### src/rtl/subneg_pkg.sv
// subneg_pkg: shared state encoding and memory-mapped I/O offsets for the subneg core
package subneg_pkg;
    typedef enum logic [2:0] {IDLE, FETCH, READ, EXEC, HALT} state_t;
    localparam int OUT_OFS = 1;
    localparam int IN_OFS  = 2;
endpackage

### src/rtl/subneg_mem.sv
// subneg_mem: DEPTH x DATA_W register file, three async read ports and one write port
module subneg_mem #(
    parameter int DATA_W = 8,
    parameter int ADDR_W = 5
) (
    input  logic              clk,
    input  logic [ADDR_W-1:0] ra0,
    input  logic [ADDR_W-1:0] ra1,
    input  logic [ADDR_W-1:0] ra2,
    output logic [DATA_W-1:0] rd0,
    output logic [DATA_W-1:0] rd1,
    output logic [DATA_W-1:0] rd2,
    input  logic              we,
    input  logic [ADDR_W-1:0] wa,
    input  logic [DATA_W-1:0] wd
);
    logic [DATA_W-1:0] mem [2**ADDR_W];
    always_ff @(posedge clk)
        if (we) mem[wa] <= wd;
    assign rd0 = mem[ra0];
    assign rd1 = mem[ra1];
    assign rd2 = mem[ra2];
endmodule

### src/rtl/subneg_core_p.sv
// subneg_core_p: parametrised SUBNEG core, 3 cycles per instruction, run-time loadable memory
module subneg_core_p
    import subneg_pkg::*;
#(
    parameter int DATA_W     = 8,
    parameter int ADDR_W     = 5,
    parameter int OUT_ADDR   = 2**ADDR_W - OUT_OFS,
    parameter int IN_ADDR    = 2**ADDR_W - IN_OFS,
    parameter int SIGNED_CMP = 0
) (
    input  logic              clk,
    input  logic              rst_n,
    input  logic              run,
    input  logic              step,
    input  logic              load_we,
    input  logic [ADDR_W-1:0] load_addr,
    input  logic [DATA_W-1:0] load_data,
    input  logic [DATA_W-1:0] in_data,
    output logic [DATA_W-1:0] out_data,
    output logic              out_valid,
    output logic [ADDR_W-1:0] pc,
    output logic              busy,
    output logic              halted
);
    localparam logic [ADDR_W-1:0] OUT_A = ADDR_W'(OUT_ADDR);
    localparam logic [ADDR_W-1:0] IN_A  = ADDR_W'(IN_ADDR);
    state_t            state, state_nxt;
    logic [ADDR_W-1:0] addr_a, addr_b, addr_c, ra0, ra1, ra2, wa;
    logic [DATA_W-1:0] val_a, val_b, rd0, rd1, rd2, wd, res, src_a, src_b;
    logic              idle_ld, we, taken, hit_halt;

    assign idle_ld  = load_we && (state == IDLE || state == HALT);
    // READ reuses the first two fetch ports for the operand addresses
    assign ra0      = state == READ ? addr_a : pc;
    assign ra1      = state == READ ? addr_b : pc + ADDR_W'(1);
    assign ra2      = pc + ADDR_W'(2);
    assign src_a    = addr_a == IN_A ? in_data : addr_a == OUT_A ? out_data : rd0;
    assign src_b    = addr_b == IN_A ? in_data : addr_b == OUT_A ? out_data : rd1;
    assign res      = val_b - val_a;
    assign taken    = SIGNED_CMP != 0 ? $signed(val_a) > $signed(val_b) : val_a > val_b;
    assign hit_halt = taken && addr_c == pc;
    assign we       = idle_ld || (state == EXEC && addr_b != OUT_A && addr_b != IN_A);
    assign wa       = idle_ld ? load_addr : addr_b;
    assign wd       = idle_ld ? load_data : res;
    assign busy     = state == FETCH || state == READ || state == EXEC;
    assign halted   = state == HALT;

    subneg_mem #(.DATA_W(DATA_W), .ADDR_W(ADDR_W)) u_mem (
        .clk(clk), .ra0(ra0), .ra1(ra1), .ra2(ra2),
        .rd0(rd0), .rd1(rd1), .rd2(rd2),
        .we(we), .wa(wa), .wd(wd)
    );

    always_comb begin
        state_nxt = state;
        case (state)
            IDLE:    state_nxt = load_we ? IDLE : (run || step) ? FETCH : IDLE;
            FETCH:   state_nxt = READ;
            READ:    state_nxt = EXEC;
            EXEC:    state_nxt = hit_halt ? HALT : run ? FETCH : IDLE;
            HALT:    state_nxt = load_we ? IDLE : HALT;
            default: state_nxt = IDLE;
        endcase
    end

    always_ff @(posedge clk or negedge rst_n) begin
        if (!rst_n) begin
            state     <= IDLE;
            pc        <= '0;
            addr_a    <= '0;
            addr_b    <= '0;
            addr_c    <= '0;
            val_a     <= '0;
            val_b     <= '0;
            out_data  <= '0;
            out_valid <= 1'b0;
        end else begin
            state     <= state_nxt;
            out_valid <= 1'b0;
            if (idle_ld) pc <= '0;
            if (state == FETCH) begin
                addr_a <= rd0[ADDR_W-1:0];
                addr_b <= rd1[ADDR_W-1:0];
                addr_c <= rd2[ADDR_W-1:0];
            end
            if (state == READ) begin
                val_a <= src_a;
                val_b <= src_b;
            end
            if (state == EXEC) begin
                if (addr_b == OUT_A) begin
                    out_data  <= res;
                    out_valid <= 1'b1;
                end
                if (!hit_halt) pc <= taken ? addr_c : pc + ADDR_W'(3);
            end
        end
    end
endmodule

### config.mk
export PLATFORM = sky130hd
export DESIGN_NAME = subneg_core_p
export DESIGN_NICKNAME = d
export VERILOG_FILES = /design/src/rtl/subneg_pkg.sv /design/src/rtl/subneg_mem.sv /design/src/rtl/subneg_core_p.sv
export SDC_FILE = /design/constraint.sdc
export NUM_CORES = 1
export LEC_CHECK = 0
export CAP_MARGIN = 20
export CORE_MARGIN = 2
export CORE_UTILIZATION = 57
export CTS_BUF_LIST = sky130_fd_sc_hd__clkbuf_16
export CTS_CLUSTER_SIZE = 12
export DETAILED_ROUTE_END_ITERATION = 12
export GPL_TIMING_DRIVEN = 0
export PLACE_DENSITY = 0.77
export REMOVE_ABC_BUFFERS = 1
export SYNTH_ARGS = -nofsm -noshare
export SYNTH_HDL_FRONTEND = slang
export SYNTH_HIERARCHICAL = 1
export SYNTH_SLANG_ARGS = --single-unit
### constraint.sdc
create_clock -name clk -period 3.4 [get_ports clk]
set_input_delay 0.68 -clock clk [delete_from_list [all_inputs] [get_ports clk]]
set_output_delay 0.68 -clock clk [all_outputs]
set_load 0.01 [all_outputs]
==> flow_summary.json <==
{
  "status": "finished clean",
  "wl_um": 45000,
  "fp.dieW_um": 173,
  "numClockSinks": 304,
  "layout_common_cells": "edfxtp_1, mux4_2, nor2_1",
  "crit_required_ns": 3.54,
  "crit_type": "reg -> reg",
  "dieArea_um2": 29900,
  "grt_antenna_before_repair": 0,
  "cts_tree": "done",
  "postRouteAntennaNets": 0,
  "cts_buffer_depth": 3,
  "ys_warn_count": 6,
  "clk_pin_slew_worst_paths_ns": 0.07,
  "row_count": 61,
  "place_area_um2": 17200,
  "setup_violations": 0,
  "wire_per_inst_um": 32.0,
  "core_area_um2": 27900,
  "layout-drive-gt1-share": 0.380,
  "syn_area_um2": 16200,
  "nNetsFinal": 1044,
  "grt_pass1_vias": 9891,
  "arrival_ns": 3.53,
  "via_count": 10200,
  "clk_latency_ns": 0.54,
  "drtIter0Drc": 1668,
  "maxCapViolations": 0,
  "hpwlAfterDp_um": 26100,
  "drc_errors": 0,
  "min_period_ns": 3.39,
  "port-buffer-count": 41,
  "overflow": 0,
  "place.gp.congestion": 0.893,
  "dieHeight_um": 173,
  "avgSynthCellArea_um2": 17.2,
  "fmax_mhz": 295,
  "r2r_cells": 5,
  "final_util": 0.673,
  "grt_max_degree": 54,
  "max_slew_margin": 0.195,
  "reg2reg_to": "u_mem/mem[0][0]$_DFFE_PP_",
  "period_share": 0.998,
  "fillers": 1836,
  "n_antenna_cell": 0,
  "critPathLaunchType": "flop",
  "vias_per_cell": 7.23,
  "drt-pass1-iter-count": 6,
  "layout_commonest_cell": "edfxtp_1",
  "cts-htree-levels": 2,
  "hold_viol": 0,
  "clock_skew_ns": 0.0230,
  "finalInstanceArea_um2": 18800,
  "cts-root-buf": "clkbuf_16",
  "area_delta_synth_final_pct": 15.6,
  "synthesis.instances": 942,
  "min_path_type": "in -> async",
  "numCtsBuffers": 34,
  "reg2reg_from": "addr_b[1]$_DFFE_PN0N_",
  "ios": 42,
  "grt_pass1_wl_um": 64900,
  "crit_path_end_kind": "flop",
  "worstMarginPinSlew_ns": 1.20,
  "r2r_slack_ns": 0.006,
  "grtUsageTotal": 0.300,
  "rsz0062_at_grt": "yes",
  "initial_core_util": 0.582,
  "finalMaxSlewViolations": 0,
  "critical_path.max_fanout": 17
}
==> flip-flops by register name (all words and copies together) (netlist names), 5 cells and up <==
name,count
u_mem/mem,256
out_data,8
val_a,8
val_b,8
addr_a,5
addr_b,5
addr_c,5
pc,5
==> worst max-delay path, stage by stage (launching register included) <==
cell	delay [ns]
dfrtp_1	0.58
nand4_1	0.62
nand2_1	0.11
nand2_1	0.20
or3b_2	0.61
nor2_1	0.88
==> layout make-up <==
| type | count | area, um^2 | share of cell area |
|---|---|---|---|
| Sequential cell | 304 | 8890 | 0.473 |
| Tap cell | 378 | 473 | 0.0252 |
| Timing Repair inverter | 1 | 8.76 | 0.000466 |
| Inverter | 18 | 83.8 | 0.00446 |
| Timing Repair Buffer | 93 | 1150 | 0.0613 |
| Multi-Input combinational cell | 553 | 7210 | 0.384 |
| Clock buffer | 34 | 851 | 0.0453 |
| Clock inverter | 24 | 116 | 0.00619 |
==> per-stage QoR <==
stage | setup slack [ns] | hold slack (ns) | TNS (ns) | std cells
2_1_floorplan | -2.53 | 0.384 | -53.28 | 868
3_3_place_gp | -5.76 | 0.466 | -638.58 | 1287
3_5_place_dp | -0.852 | 0.470 | -87.47 | 1310
4_1_cts | 0.0114 | 0.0381 | 0 | 1384
5_1_grt | -0.122 | 0.0460 | -2.59 | 1405
6_report | 0.00609 | 0.0291 | 0 | 1405
==> how the worst max path moves through the flow <==
stage / from / to / depth (start not counted)
after global routing: addr_b[1]$_DFFE_PN0N_ / u_mem/mem[24][5]$_DFFE_PP_ / 5
after floorplan: state[0]$_DFF_PN0_ / addr_b[0]$_DFFE_PN0N_ / 7
after detailed placement: pc[1]$_DFF_PN0_ / val_b[5]$_DFFE_PN0P_ / 8
after CTS: pc[0]$_DFF_PN0_ / val_b[6]$_DFFE_PN0P_ / 12
after global placement: state[2]$_DFF_PN0_ / val_b[6]$_DFFE_PN0P_ / 8
final: addr_b[1]$_DFFE_PN0N_ / u_mem/mem[0][0]$_DFFE_PP_ / 5
==> timing repair <==
action / in CTS / in global routing
buffers inserted: 8 / 8
pin swaps: 1 / 1
gates resized for setup: 19 / 11
hold buffers: 0 / 0
gates cloned: 8 / 2
setup endpoints to repair: 47 / 67
==> per-layer routing <==
layer | wire, um | GRT usage
met1 | 15800 | 0.410
met2 | 21400 | 0.475
met3 | 5430 | 0.0589
met4 | 2350 | 0.136
met5 | 0 | 0
Power is left out: the tool's default activity adds up to more than one toggle a clock period on the data nets, which glitch-free logic cannot reach.
